## src/rtl/io_arbiter_if.sv

```systemverilog
// Bus bundle between the two requesters, the arbiter and the IO core.
// The slave modport is the arbiter's view; master is the requester/device side.
`ifndef LEN_WORD
`define LEN_WORD 32
`endif

interface io_arbiter_if;
  logic                 r0_order;
  logic                 r0_io;
  logic [1:0]           r0_size;
  logic [`LEN_WORD-1:0] r0_o_data;
  logic                 r0_accepted;
  logic                 r0_accessed;
  logic [`LEN_WORD-1:0] r0_i_data;

  logic                 r1_order;
  logic                 r1_io;
  logic [1:0]           r1_size;
  logic [`LEN_WORD-1:0] r1_o_data;
  logic                 r1_accepted;
  logic                 r1_accessed;
  logic [`LEN_WORD-1:0] r1_i_data;

  logic [1:0]           size;
  logic [`LEN_WORD-1:0] io_i_data;
  logic [`LEN_WORD-1:0] io_o_data;
  logic                 io_write_flag;
  logic                 io_read_flag;
  logic                 io_received;
  logic                 busy;

  modport slave (
    input  r0_order, r0_io, r0_size, r0_o_data,
    output r0_accepted, r0_accessed, r0_i_data,
    input  r1_order, r1_io, r1_size, r1_o_data,
    output r1_accepted, r1_accessed, r1_i_data,
    output size, io_i_data, io_write_flag, io_read_flag, busy,
    input  io_o_data, io_received
  );

  modport master (
    output r0_order, r0_io, r0_size, r0_o_data,
    input  r0_accepted, r0_accessed, r0_i_data,
    output r1_order, r1_io, r1_size, r1_o_data,
    input  r1_accepted, r1_accessed, r1_i_data,
    input  size, io_i_data, io_write_flag, io_read_flag, busy,
    output io_o_data, io_received
  );
endinterface

```

## src/rtl/io_arbiter.sv

```systemverilog
// Two-requester round-robin arbiter in front of a single IO core.
// One transfer at a time: IDLE picks a requester and latches its command,
// BUSY holds the command steady until the device strobes io_received.
`ifndef LEN_WORD
`define LEN_WORD 32
`endif

module io_arbiter (
  input logic         clk,
  input logic         rstn,
  io_arbiter_if.slave bus
);

  typedef enum logic {
    IDLE = 1'b0,
    BUSY = 1'b1
  } state_t;

  state_t               state;
  state_t               next_state;
  logic                 sel;
  logic                 start;
  logic                 done;

  logic                 grant;
  logic                 last;
  logic [1:0]           size_q;
  logic [`LEN_WORD-1:0] wdata_q;
  logic                 write_q;
  logic                 read_q;
  logic                 r0_accepted_q;
  logic                 r1_accepted_q;
  logic                 r0_accessed_q;
  logic                 r1_accessed_q;
  logic [`LEN_WORD-1:0] r0_rdata_q;
  logic [`LEN_WORD-1:0] r1_rdata_q;

  // Next state, round-robin selection and the start/done events of a transfer
  always_comb begin
    next_state = state;
    sel        = 1'b0;
    start      = 1'b0;
    done       = 1'b0;
    if (bus.r0_order && bus.r1_order) begin
      sel = ~last;
    end else begin
      sel = bus.r1_order;
    end
    case (state)
      IDLE: begin
        if (bus.r0_order || bus.r1_order) begin
          start      = 1'b1;
          next_state = BUSY;
        end
      end
      BUSY: begin
        if (bus.io_received) begin
          done       = 1'b1;
          next_state = IDLE;
        end
      end
      default: next_state = IDLE;
    endcase
  end

  // State register
  always_ff @(posedge clk or negedge rstn) begin
    if (!rstn) begin
      state <= IDLE;
    end else begin
      state <= next_state;
    end
  end

  // Latch the winner's command on start; drop the device flags on completion
  always_ff @(posedge clk or negedge rstn) begin
    if (!rstn) begin
      grant   <= 1'b0;
      last    <= 1'b1;
      size_q  <= 2'd0;
      wdata_q <= '0;
      write_q <= 1'b0;
      read_q  <= 1'b0;
    end else if (start) begin
      grant   <= sel;
      last    <= sel;
      size_q  <= sel ? bus.r1_size : bus.r0_size;
      wdata_q <= sel ? bus.r1_o_data : bus.r0_o_data;
      write_q <= sel ? bus.r1_io : bus.r0_io;
      read_q  <= sel ? ~bus.r1_io : ~bus.r0_io;
    end else if (done) begin
      write_q <= 1'b0;
      read_q  <= 1'b0;
    end
  end

  // One-cycle accepted/accessed pulses toward the requester being served
  always_ff @(posedge clk or negedge rstn) begin
    if (!rstn) begin
      r0_accepted_q <= 1'b0;
      r1_accepted_q <= 1'b0;
      r0_accessed_q <= 1'b0;
      r1_accessed_q <= 1'b0;
    end else begin
      r0_accepted_q <= start && !sel;
      r1_accepted_q <= start && sel;
      r0_accessed_q <= done && !grant;
      r1_accessed_q <= done && grant;
    end
  end

  // Read data is captured only for the granted side when a read completes
  always_ff @(posedge clk or negedge rstn) begin
    if (!rstn) begin
      r0_rdata_q <= '0;
      r1_rdata_q <= '0;
    end else if (done && read_q) begin
      if (grant) begin
        r1_rdata_q <= bus.io_o_data;
      end else begin
        r0_rdata_q <= bus.io_o_data;
      end
    end
  end

  assign bus.r0_accepted   = r0_accepted_q;
  assign bus.r1_accepted   = r1_accepted_q;
  assign bus.r0_accessed   = r0_accessed_q;
  assign bus.r1_accessed   = r1_accessed_q;
  assign bus.r0_i_data     = r0_rdata_q;
  assign bus.r1_i_data     = r1_rdata_q;
  assign bus.size          = size_q;
  assign bus.io_i_data     = wdata_q;
  assign bus.io_write_flag = write_q;
  assign bus.io_read_flag  = read_q;
  assign bus.busy          = (state == BUSY);

endmodule

```

## src/flat_wrapper.sv

```systemverilog
// flat-port wrapper written by rule: the top's interface ports become plain ports
module io_arbiter_flat 
  (clk, rstn, bus_r0_order, bus_r0_io, bus_r0_size, bus_r0_o_data, bus_r0_accepted, bus_r0_accessed, bus_r0_i_data, bus_r1_order, bus_r1_io, bus_r1_size, bus_r1_o_data, bus_r1_accepted, bus_r1_accessed, bus_r1_i_data, bus_size, bus_io_i_data, bus_io_write_flag, bus_io_read_flag, bus_busy, bus_io_o_data, bus_io_received);
  io_arbiter_if bus_i ();
  input logic clk;
  input logic rstn;
  input wire logic [$bits(bus_i.r0_order)-1:0] bus_r0_order;
  input wire logic [$bits(bus_i.r0_io)-1:0] bus_r0_io;
  input wire logic [$bits(bus_i.r0_size)-1:0] bus_r0_size;
  input wire logic [$bits(bus_i.r0_o_data)-1:0] bus_r0_o_data;
  output wire logic [$bits(bus_i.r0_accepted)-1:0] bus_r0_accepted;
  output wire logic [$bits(bus_i.r0_accessed)-1:0] bus_r0_accessed;
  output wire logic [$bits(bus_i.r0_i_data)-1:0] bus_r0_i_data;
  input wire logic [$bits(bus_i.r1_order)-1:0] bus_r1_order;
  input wire logic [$bits(bus_i.r1_io)-1:0] bus_r1_io;
  input wire logic [$bits(bus_i.r1_size)-1:0] bus_r1_size;
  input wire logic [$bits(bus_i.r1_o_data)-1:0] bus_r1_o_data;
  output wire logic [$bits(bus_i.r1_accepted)-1:0] bus_r1_accepted;
  output wire logic [$bits(bus_i.r1_accessed)-1:0] bus_r1_accessed;
  output wire logic [$bits(bus_i.r1_i_data)-1:0] bus_r1_i_data;
  output wire logic [$bits(bus_i.size)-1:0] bus_size;
  output wire logic [$bits(bus_i.io_i_data)-1:0] bus_io_i_data;
  output wire logic [$bits(bus_i.io_write_flag)-1:0] bus_io_write_flag;
  output wire logic [$bits(bus_i.io_read_flag)-1:0] bus_io_read_flag;
  output wire logic [$bits(bus_i.busy)-1:0] bus_busy;
  input wire logic [$bits(bus_i.io_o_data)-1:0] bus_io_o_data;
  input wire logic [$bits(bus_i.io_received)-1:0] bus_io_received;
  assign bus_i.r0_order = bus_r0_order;
  assign bus_i.r0_io = bus_r0_io;
  assign bus_i.r0_size = bus_r0_size;
  assign bus_i.r0_o_data = bus_r0_o_data;
  assign bus_r0_accepted = bus_i.r0_accepted;
  assign bus_r0_accessed = bus_i.r0_accessed;
  assign bus_r0_i_data = bus_i.r0_i_data;
  assign bus_i.r1_order = bus_r1_order;
  assign bus_i.r1_io = bus_r1_io;
  assign bus_i.r1_size = bus_r1_size;
  assign bus_i.r1_o_data = bus_r1_o_data;
  assign bus_r1_accepted = bus_i.r1_accepted;
  assign bus_r1_accessed = bus_i.r1_accessed;
  assign bus_r1_i_data = bus_i.r1_i_data;
  assign bus_size = bus_i.size;
  assign bus_io_i_data = bus_i.io_i_data;
  assign bus_io_write_flag = bus_i.io_write_flag;
  assign bus_io_read_flag = bus_i.io_read_flag;
  assign bus_busy = bus_i.busy;
  assign bus_i.io_o_data = bus_io_o_data;
  assign bus_i.io_received = bus_io_received;
  io_arbiter u_core (.clk(clk), .rstn(rstn), .bus(bus_i));
endmodule
```

## config.mk

```make
export PLATFORM = sky130hd
export DESIGN_NAME = io_arbiter_flat
export DESIGN_NICKNAME = d
export VERILOG_FILES = /design/src/rtl/io_arbiter_if.sv /design/src/rtl/io_arbiter.sv /design/src/flat_wrapper.sv
export SDC_FILE = /design/constraint.sdc
export NUM_CORES = 1
export LEC_CHECK = 0
export BUFFER_PORTS_ARGS = -buffer_cell sky130_fd_sc_hd__buf_2
export CORE_MARGIN = 5
export CORE_UTILIZATION = 41
export DETAILED_ROUTE_END_ITERATION = 12
export PLACE_DENSITY_LB_ADDON = 0.12
export SLEW_MARGIN = 0
export SYNTH_ARGS = -nofsm -noshare
export SYNTH_HDL_FRONTEND = slang
export SYNTH_SLANG_ARGS = --single-unit
export TNS_END_PERCENT = 5
```

## constraint.sdc

```tcl
create_clock -name clk -period 1.5 [get_ports clk]
set_clock_uncertainty 0.15 [all_clocks]
set_input_delay 0.45 -clock clk [delete_from_list [all_inputs] [get_ports clk]]
set_output_delay 0.45 -clock clk [all_outputs]
set_load 0.01 [all_outputs]
```

Word-level counts from Yosys, hierarchy flattened
Index checks and enable logic that the tools add are counted.
{ "op_classes": {"reduce_logical": 12, "n_shift": 0, "addsub": 0, "eq_ne": 0, "magnitude_cmp": 0, "mux": 14, "bitwise": 5, "multipliers": 0, "div": 0} }
{ "op_table": {"columns": ["op", "n"], "rows": [
  ["two-way mux 32 bit", 1],
  ["two-way mux 1 bit", 11],
  ["logical AND 1 bit", 6],
  ["NOT 1 bit", 5],
  ["AND reduction 2 bit", 2],
  ["zero test 1 bit", 2],
  ["two-way mux 2 bit", 1],
  ["case mux 1 bit (2 select lines)", 1],
  ["nonzero test 2 bit", 1],
  ["logical OR 1 bit", 1]
]} }
{ "totals": {"memories": 0, "output_inout_bits": 105, "ff_bits": 107, "mem_bits_ro": 0, "latchBits": 0, "input_bits": 107, "elab_cells": 44, "mem_bits_rw": 0} }

Depth between registers and ports, before layout
Gate-level depths: netlist (run 1).
{ "depth": {"word_depth": 4, "ltp_mapped": 5, "mapped_depth_nobuf": 3} }

Least setup slack after synthesis (run 1)
Ideal clock, no wire load.
{ "synth_path": {"path_kind": "input -> register", "startpoint": "in bus_r1_order", "endpoint": "reg u_core.write_q (netlist: u_core.bus.io_write_flag)", "path_slack_ns": -0.086, "t_arrival_ns": 1.312, "path_buffers": 1, "path_stages": 4, "required_time_ns": 1.225, "setup_time_ns": 0.125, "path_cell_list": "a21bo_1 -> buf_6 -> mux2_4 -> mux2_2"} }
{ "synth_via": {"elab_chain_len": 4, "word_cells_on_any_way": 8, "classes_between": "5 x mux; 3 x reduce/logical"} }
{ "synth_lines": {"columns": ["item", "line_no", "source"], "rows": [
  ["start, declared", "flat_wrapper.sv:14", "input wire logic [$bits(bus_i.r1_order)-1:0] bus_r1_order;"],
  ["logical AND 1 bit / logical OR 1 bit (equally long branches)", "io_arbiter.sv:44, io_arbiter.sv:51", null],
  ["two-way mux 1 bit, on equally long branches", "io_arbiter.sv:44, io_arbiter.sv:51", null],
  ["two-way mux 1 bit, on equally long branches", "io_arbiter.sv:89, io_arbiter.sv:49", null],
  ["two-way mux 1 bit / nonzero test 2 bit (equally long branches)", null, null],
  ["end signal, assigned", "io_arbiter.sv:89", "write_q <= sel ? bus.r1_io : bus.r0_io;"],
  ["end, declared", "io_arbiter.sv:29", "logic write_q;"]
]} }
Parallel ways exist; a longest one is shown, timed or not.
A chain may end at the register's enable or synchronous reset.

Worst setup path in the final report (run 1)
{ "layout_path": {"startpoint": "reg u_core.last", "endpoint": "reg u_core.write_q (netlist: u_core.bus.io_write_flag)"} }
{ "layout_via": {"elab_chain_len": 4} }
{ "layout_lines": {"columns": ["item", "line_no", "source"], "rows": [
  ["start, declared", "io_arbiter.sv:26", "logic last;"],
  ["start signal, assigned", "io_arbiter.sv:86", "last <= sel;"],
  ["NOT 1 bit", "io_arbiter.sv:45", "sel = ~last;"],
  ["two-way mux 1 bit", "io_arbiter.sv:44", "if (bus.r0_order && bus.r1_order) begin"],
  ["two-way mux 1 bit", "io_arbiter.sv:89", null],
  ["two-way mux 1 bit", "io_arbiter.sv:84", "end else if (start) begin"]
]} }
Every way passes these cells.

==> reports/summary.log, run 1 <==
INFO  grt            gr-usage-all-layers=16.89%
INFO  synth          postSynthCellCount=310
INFO  min_path       min_from=bus_io_o_data[8]
INFO  detailed_routing viasPerCell=4.769
INFO  grt            number_of_global_route_vias_before_repair=3,442
INFO  placed_design  placement.setup.worst_slack=-0.2118ns
INFO  synth          seq_area_frac_synth=62.86%
INFO  timing         grt_setup_unrepaired=true
INFO  grt            overflow=0
INFO  placed_design  place.detailed.instances=657
INFO  critical_path  reg2reg_slack=-0.11ns
INFO  min_path       worst_hold_path_cell_count=2
INFO  detailed_routing detail_route.wl_per_cell=16.26microns
INFO  synth          yosysTopAreaCell=sky130_fd_sc_hd__dfrtp_1
INFO  clock_network  clk_pin_slew=0.09ns
INFO  power          power_density=1655nW/um^2
INFO  final_layout   layout.cells.non_filler=680
INFO  timing         tightestPinTransition=0.3416ns
INFO  critical_path  worst_r2r_startpoint=u_core.last$_DFFE_PN1P_
INFO  outcome        failing_checks=negative setup slack
INFO  final_layout   net_total_in_the_final_layout=647
INFO  grt            maximum_number_of_pins_on_one_net_before_global_route_repair=53
INFO  synth          synth_top_cell_area_share=62.24%
INFO  clock_network  cts_max_level=3
INFO  grt            grt_antenna_before_repair=0
INFO  final_layout   antenna_cells_inserted=0
INFO  placed_design  place_hpwl=8033microns
INFO  floorplanning  floorplan.io_pins=212
INFO  placed_design  place.gp.congestion=0.7239
INFO  min_path       hold_path_class=in -> reg
INFO  floorplanning  die_height=112.0microns
INFO  critical_path  worst-endpoint-arrival=1.70ns
INFO  detailed_routing dr.first_iter.drc_count=133
INFO  detailed_routing route.detailed.drc=0
INFO  detailed_routing met3RoutedLength=968microns
INFO  synth          syn-cell-area=4262squm
INFO  detailed_routing detailroute.via_count=3,243
INFO  critical_path  critPathLaunch=u_core.last$_DFFE_PN1P_
INFO  critical_path  r2r_end=u_core.bus.io_write_flag$_DFFE_PN0P_
INFO  critical_path  type_of_element_launching_the_critical_path=flip-flop
INFO  detailed_routing postRouteWirelength=11,060microns
INFO  clock_network  clkLatencyLatePin=0.35ns
INFO  critical_path  crit_path_max_fanout=4
INFO  timing         postLayoutSetupSlackWorst=-0.1052ns
INFO  floorplanning  rows=37
INFO  critical_path  endpoint_kind=flip-flop
INFO  critical_path  critPathRequiredTime=1.59ns
INFO  timing         post-route-min-period=1.605ns
INFO  critical_path  worst-setup-path-type=reg -> reg
INFO  final_layout   drive_gt1_share=59.38%
INFO  final_layout   final_core_utilization=60.12%
INFO  timing         finalSetupViolCount=68
INFO  synth          synth.avg_cell_area=13.75squm
INFO  detailed_routing top_layer=met4
INFO  floorplanning  initial_core_util=41.65%
INFO  timing         final_slew_viol_count=0
INFO  run            max_cap_violations=0
INFO  synth          yosysWarningCount=0
INFO  min_path       worst_hold_path.endpoint=u_core.bus.r1_i_data[8]$_DFFE_PN0P_
INFO  placed_design  io_buffers=211
INFO  synth          netlist-cell-type-count=26
INFO  synth          postSynthNetCount=417
INFO  synth          post_synth_main_area_contributors=sky130_fd_sc_hd__dfrtp_1 (62%), sky130_fd_sc_hd__mux2_2 (17%), sky130_fd_sc_hd__mux2i_1 (8.0%), sky130_fd_sc_hd__o21ai_0 (4.1%), sky130_fd_sc_hd__nand2_1 (3.1%)
INFO  timing         setup-tns-final=-1.055ns
INFO  grt            grt_pass1_wl=17,050microns
INFO  outcome        run_status=complete, but fails checks
INFO  floorplanning  core-area=10,230squm
INFO  timing         hold_viol=0
INFO  floorplanning  die_w=112.0microns
INFO  detailed_routing route.antenna.remaining_nets=0
INFO  timing         period_share=107.0%
INFO  clock_network  cts_root_cell=sky130_fd_sc_hd__clkbuf_8
INFO  detailed_routing met2WireLength=5420microns
INFO  floorplanning  full_die_area=12,530squm
INFO  clock_network  numClockSinks=107
INFO  critical_path  reg2regPathDepth=3
INFO  synth          synth.ff_latch_count=107
INFO  detailed_routing wl_met1=4586microns
INFO  power          p_leak=3.237nW
INFO  final_layout   layout_stage_area_growth_over_the_synthesis_result=44.33%
INFO  timing         maxClockFrequency=623.0MHz
INFO  clock_network  tritoncts=built
INFO  timing         relSlewSlack=77.16%
INFO  detailed_routing detailedRoute.firstPassIterationCount=4
INFO  clock_network  cts_made_buffers=9
INFO  power          worst_ir_drop_vdd=0.6471mV
INFO  clock_network  cts_buffer_depth=2
INFO  power          total_power=10.18mW
how the worst max path moves through the flow:
stage / slack, ns / to / cells past startpoint
finish: -0.11 / u_core.bus.io_write_flag$_DFFE_PN0P_ / 3
global route: -0.15 / bus_busy / 2
CTS: -0.11 / bus_busy / 2
detailed placement: -0.21 / u_core.bus.io_i_data[14]$_DFFE_PN0P_ / 5
global placement: -0.14 / u_core.bus.io_i_data[14]$_DFFE_PN0P_ / 5
floorplan: -0.09 / u_core.bus.io_write_flag$_DFFE_PN0P_ / 4
power breakdown:
group          switching (mW)  internal (mW)
Sequential              0.626           4.02
Combinational            1.72           2.14
Clock                   0.925          0.759
Total                    3.27           6.91
cells in the mapped netlist:
master and n:
sky130_fd_sc_hd__a21bo_1 1, sky130_fd_sc_hd__a21o_1 1, sky130_fd_sc_hd__a21oi_1 1, sky130_fd_sc_hd__a31oi_1 1, sky130_fd_sc_hd__and2_1 1, sky130_fd_sc_hd__and3_1 1, sky130_fd_sc_hd__buf_2 9, sky130_fd_sc_hd__buf_4 2
sky130_fd_sc_hd__buf_6 1, sky130_fd_sc_hd__clkbuf_1 6, sky130_fd_sc_hd__dfrtp_1 106, sky130_fd_sc_hd__dfstp_2 1, sky130_fd_sc_hd__inv_1 1, sky130_fd_sc_hd__mux2_1 2, sky130_fd_sc_hd__mux2_2 63, sky130_fd_sc_hd__mux2_4 1
sky130_fd_sc_hd__mux2i_1 34, sky130_fd_sc_hd__nand2_1 35, sky130_fd_sc_hd__nand3_1 1, sky130_fd_sc_hd__nand4_1 1, sky130_fd_sc_hd__nand4b_1 1, sky130_fd_sc_hd__nor2_1 2, sky130_fd_sc_hd__nor2b_1 1, sky130_fd_sc_hd__o21ai_0 35
sky130_fd_sc_hd__o21bai_1 1, sky130_fd_sc_hd__o31a_1 1
per-layer routing:
layer | GRT usage (%) | up-vias
li1 | - | 1540
met5 | 0 | -
met2 | 27.54 | 135
met3 | 6.033 | 6
met1 | 21.53 | 1562
met4 | 4.407 | 0
timing repair:
| action | 4_1_cts | 5_1_grt |
|---|---|---|
| cloned | 1 | 3 |
| pin swaps | 0 | 2 |
| setup endpoints to repair | 114 | 205 |
| hold endpoints to repair | 12 | 0 |
| buffers inserted | 2 | 1 |
| gates resized for setup | 21 | 35 |
| hold buffers | 1 | 0 |
sequential cells by signal, summed over array words and instances, names as in the netlist:
signal and count:
u_core.bus.io_i_data 32, u_core.bus.r0_i_data 32, u_core.bus.r1_i_data 32, u_core.bus.size 2
u_core.bus.busy 1, u_core.bus.io_read_flag 1, u_core.bus.io_write_flag 1, u_core.bus.r0_accepted 1
u_core.bus.r0_accessed 1, u_core.bus.r1_accepted 1, u_core.bus.r1_accessed 1, u_core.grant 1
u_core.last 1
cells in the final DEF, fill, tap and decap left out, drive strengths merged, types with 2 or more instances in the layout:
cell type    n
dfrtp      106
o21ai       35
mux2i       34
buf        234
nand2       35
clkinvlp     2
mux2        66
clkbuf      12
nor2         2
clkinv       2
worst max-delay path, cell delays in order (launching register included):
cell	delay, ns
sky130_fd_sc_hd__dfstp_2	0.56
sky130_fd_sc_hd__a21bo_4	0.20
sky130_fd_sc_hd__mux2_4	0.32
sky130_fd_sc_hd__mux2_2	0.26
area by class of cell:
cell class / instances / area (sq um)
Timing Repair Buffer: 237 / 1570
Fill cell: 880 / 4080
Clock buffer: 10 / 127.6
Multi-Input combinational cell: 184 / 1545
Sequential cell: 107 / 2679
Tap cell: 136 / 170.2
Inverter: 1 / 3.754
Clock inverter: 5 / 55.05
per-stage QoR:
stage,hold slack (ns),area (sq um)
floorplan,0.004409,4267
global placement,0.1901,5630
detailed placement,0.1939,5630
CTS,0.1503,5979
global route,0.1443,6151
finish,0.1652,6151
cell families after synthesis:
kind of cell	Yosys count	share of synthesized area, %
buffers and inverters	19	2.290
AND/OR/NAND/NOR	43	4.170
multiplexers	100	25.51
AO/OA/AOI/OAI	41	5.168
flip-flops	107	62.86
Power figures use the tool's default switching activity.
==> inputs of run 2 (changes only) <==
- CORE_UTILIZATION: 41 -> 46
- clock period: 1.5 -> 1.7 ns (I/O delays scaled with it)
==> reports/summary.log, run 2 (synthesized netlist as in run 1, its figures left out) <==
INFO  final_layout   most-common-layout-cells=sky130_fd_sc_hd__buf_2 (210), sky130_fd_sc_hd__dfrtp_1 (105), sky130_fd_sc_hd__mux2_2 (63) [was sky130_fd_sc_hd__buf_2 (185), sky130_fd_sc_hd__dfrtp_1 (106), sky130_fd_sc_hd__mux2_2 (60)]
INFO  clock_network  cts_max_level=3 [unchanged]
INFO  power          seq_power_share=47.9% [was 45.6%]
INFO  critical_path  worst-endpoint-arrival=0.95ns [was 1.70 ns]
INFO  floorplanning  die_height=106.3microns [was 112.0 microns]
INFO  detailed_routing viasPerCell=4.944 [was 4.769]
INFO  critical_path  slowest_delay=0.45ns [was 0.56 ns]
INFO  floorplanning  full_die_area=11,290squm [was 12,530 sq um]
INFO  clock_network  numClockSinks=107 [unchanged]
INFO  final_layout   fillers=759 [was 880]
INFO  final_layout   drive_gt1_share=57.65% [was 59.38%]
INFO  clock_network  clkLatencyLatePin=0.36ns [was 0.35 ns]
INFO  grt            grt.met3_usage=7.407% [was 6.033%]
INFO  grt            overflow=0 [unchanged]
INFO  grt            grt_pass1_wl=16,620microns [was 17,050 microns]
INFO  grt            maximum_number_of_pins_on_one_net_before_global_route_repair=53 [unchanged]
INFO  timing         grt_setup_unrepaired=false [was true]
INFO  clock_network  cts_buffer_depth=2 [unchanged]
INFO  critical_path  type_of_element_launching_the_critical_path=flip-flop [unchanged]
INFO  min_path       min_from=bus_io_o_data[8] [unchanged]
INFO  placed_design  placement.setup.worst_slack=-0.01032ns [was -0.2118 ns]
INFO  final_layout   final_core_utilization=62.98% [was 60.12%]
INFO  outcome        run_status=finished clean [was complete, but fails checks]
INFO  critical_path  critPathRequiredTime=1.04ns [was 1.59 ns]
INFO  clock_network  cts_root_cell=sky130_fd_sc_hd__clkbuf_8 [unchanged]
INFO  critical_path  critical_path.cell_chain=buf_2 [was a21bo_4 -> mux2_4 -> mux2_2]
INFO  grt            use_met1=22.35% [was 21.53%]
INFO  timing         period_share=94.68%
INFO  clock_network  tritoncts=built [unchanged]
INFO  floorplanning  core-area=9153squm [was 10,230 sq um]
INFO  power          worst_ir_drop_vdd=0.5384mV [was 0.6471 mV]
INFO  critical_path  worst_r2r_startpoint=u_core.last$_DFFE_PN1P_ [unchanged]
INFO  clock_network  cts_made_buffers=9 [unchanged]
INFO  critical_path  r2r_end=u_core.bus.io_write_flag$_DFFE_PN0P_ [unchanged]
INFO  grt            gr-usage-all-layers=18.63% [was 16.89%]
INFO  detailed_routing detailroute.via_count=3,199 [was 3,243]
INFO  power          total_power=8.423mW [was 10.18 mW]
INFO  placed_design  place.detailed.instances=628 [was 657]
INFO  power          intPower=5.627mW [was 6.915 mW]
INFO  critical_path  family_of_cells_with_the_greatest_summed_delay_on_the_critical_path=flip-flops [was multiplexers]
INFO  timing         relSlewSlack=81.57% [was 77.16%]
INFO  floorplanning  die_w=106.3microns [was 112.0 microns]
INFO  power          power_density=1461nW/um^2 [was 1655 nW/um^2]
INFO  final_layout   antenna_cells_inserted=0 [unchanged]
INFO  grt            grt_antenna_before_repair=0 [unchanged]
INFO  critical_path  standard_cell_with_the_maximum_stage_delay_on_the_critical_path=sky130_fd_sc_hd__dfrtp_2 [was sky130_fd_sc_hd__dfstp_2]
INFO  timing         hold_viol=0 [unchanged]
INFO  timing         final_slew_viol_count=0 [unchanged]
INFO  timing         maxClockFrequency=621.3MHz
INFO  min_path       worst_hold_path.endpoint=u_core.bus.r1_i_data[8]$_DFFE_PN0P_ [unchanged]
INFO  final_layout   layout_stage_area_growth_over_the_synthesis_result=35.26% [was 44.33%]
INFO  grt            number_of_global_route_vias_before_repair=3,370 [was 3,442]
INFO  timing         post-route-min-period=1.610ns
INFO  timing         tightestPinTransition=0.2764ns [was 0.3416 ns]
INFO  critical_path  worstPathBufferInverterCount=1 [was 0]
INFO  power          power.switching_fraction=33.20% [was 32.08%]
INFO  timing         postLayoutSetupSlackWorst=0.09043ns [was -0.1052 ns]
INFO  final_layout   net_total_in_the_final_layout=638 [was 647]
INFO  detailed_routing detailedRoute.firstPassIterationCount=4 [unchanged]
INFO  critical_path  crit_path_max_fanout=6 [was 4]
INFO  detailed_routing detail_route.wl_per_cell=16.15microns [was 16.26 microns]
INFO  power          gate_power_share=35.6% [was 37.9%]
INFO  power          p_leak=3.102nW [was 3.237 nW]
INFO  floorplanning  floorplan.io_pins=212 [unchanged]
INFO  final_layout   layout.cells.non_filler=647 [was 680]
INFO  placed_design  place_hpwl=7943microns [was 8033 microns]
INFO  final_layout   ff_latch_area=2680squm [was 2679 sq um]
INFO  critical_path  reg2regPathDepth=3 [unchanged]
INFO  grt            global_route.usage.met2=31.22% [was 27.54%]
INFO  final_layout   multi_input_area=1496squm [was 1545 sq um]
INFO  placed_design  place.gp.congestion=0.7586 [was 0.7239]
INFO  floorplanning  rows=35 [was 37]
INFO  power          power.net_switching=2.796mW [was 3.266 mW]
INFO  detailed_routing postRouteWirelength=10,450microns [was 11,060 microns]
INFO  detailed_routing dr.first_iter.drc_count=94 [was 133]
INFO  run            max_cap_violations=0 [unchanged]
INFO  power          clock_power_share=16.5% [about the same]
INFO  critical_path  worst-setup-path-type=reg -> out [was reg -> reg]
INFO  critical_path  endpoint_kind=output port [was flip-flop]
INFO  detailed_routing route.detailed.drc=0 [unchanged]
INFO  critical_path  reg2reg_slack=0.10ns [was -0.11 ns]
INFO  floorplanning  initial_core_util=46.56% [was 41.65%]
INFO  timing         finalSetupViolCount=0 [was 68]
INFO  min_path       hold_path_class=in -> reg [unchanged]
INFO  final_layout   final_common_cell=sky130_fd_sc_hd__buf_2 [unchanged]
INFO  min_path       worst_hold_path_cell_count=2 [unchanged]
INFO  clock_network  clk_pin_slew=0.10ns [was 0.09 ns]
INFO  grt            grt_busiest_layer=met2 [unchanged]
INFO  timing         setup-tns-final=0ns [was -1.055 ns]
INFO  detailed_routing route.antenna.remaining_nets=0 [unchanged]
INFO  placed_design  io_buffers=211 [unchanged]
## run 2: timing repair
action	4_1_cts	5_1_grt
buffers inserted	1	2
resized for setup	1	0
hold buffers	1	0
endpoints found under the hold margin	13	0
endpoints found under the setup margin	1	1
## run 2: metrics by stage
step	hold WS, ns	area [sq um]
global placement	0.2536	5569
finish	0.2252	5764
CTS	0.2159	5749
floorplan	0.06441	4262
global route	0.2051	5764
detailed placement	0.2569	5569
## run 2: power groups by stage
stage	logic [mW]	clock network (mW)	registers (mW)
after floorplan	1.06	0	4.54
after global placement	2.99	0	4.06
after detailed placement	3.06	0	4.09
after CTS	3.06	1.43	4.05
after global routing	3.27	1.55	4.16
final	3.00	1.39	4.04
## run 2: per-layer routing
metal / share of wire [%] / vias to the layer above
met1: 40 / 1523
met2: 49 / 145
li1: - / 1519
met5: 0 / -
met3: 9.6 / 12
met4: 1.3 / 0
## run 2: worst max path at each step
stage | endpoint | cells past startpoint | start | slack, ns
final | bus_busy | 1 | u_core.bus.busy$_DFF_PN0_ | 0.09
after global routing | bus_io_read_flag | 1 | u_core.bus.io_read_flag$_DFFE_PN0P_ | 0.03
after CTS | bus_busy | 1 | u_core.bus.busy$_DFF_PN0_ | 0.04
after detailed placement | u_core.bus.io_i_data[11]$_DFFE_PN0P_ | 5 | bus_r1_order | -0.01
after global placement | u_core.bus.io_write_flag$_DFFE_PN0P_ | 4 | bus_r0_order | 0.004
after floorplan | u_core.bus.io_write_flag$_DFFE_PN0P_ | 4 | bus_r1_order | 0.05
## run 2: final cells by class
type | instances | area share, %
flip-flops and latches | 107 | 46.49
multi-input cells | 184 | 25.96
repair buffers | 228 | 22.14
well taps | 111 | 2.409
clock buffers | 11 | 2.279
clock inverters | 5 | 0.6512
inverters | 1 | 0.06512
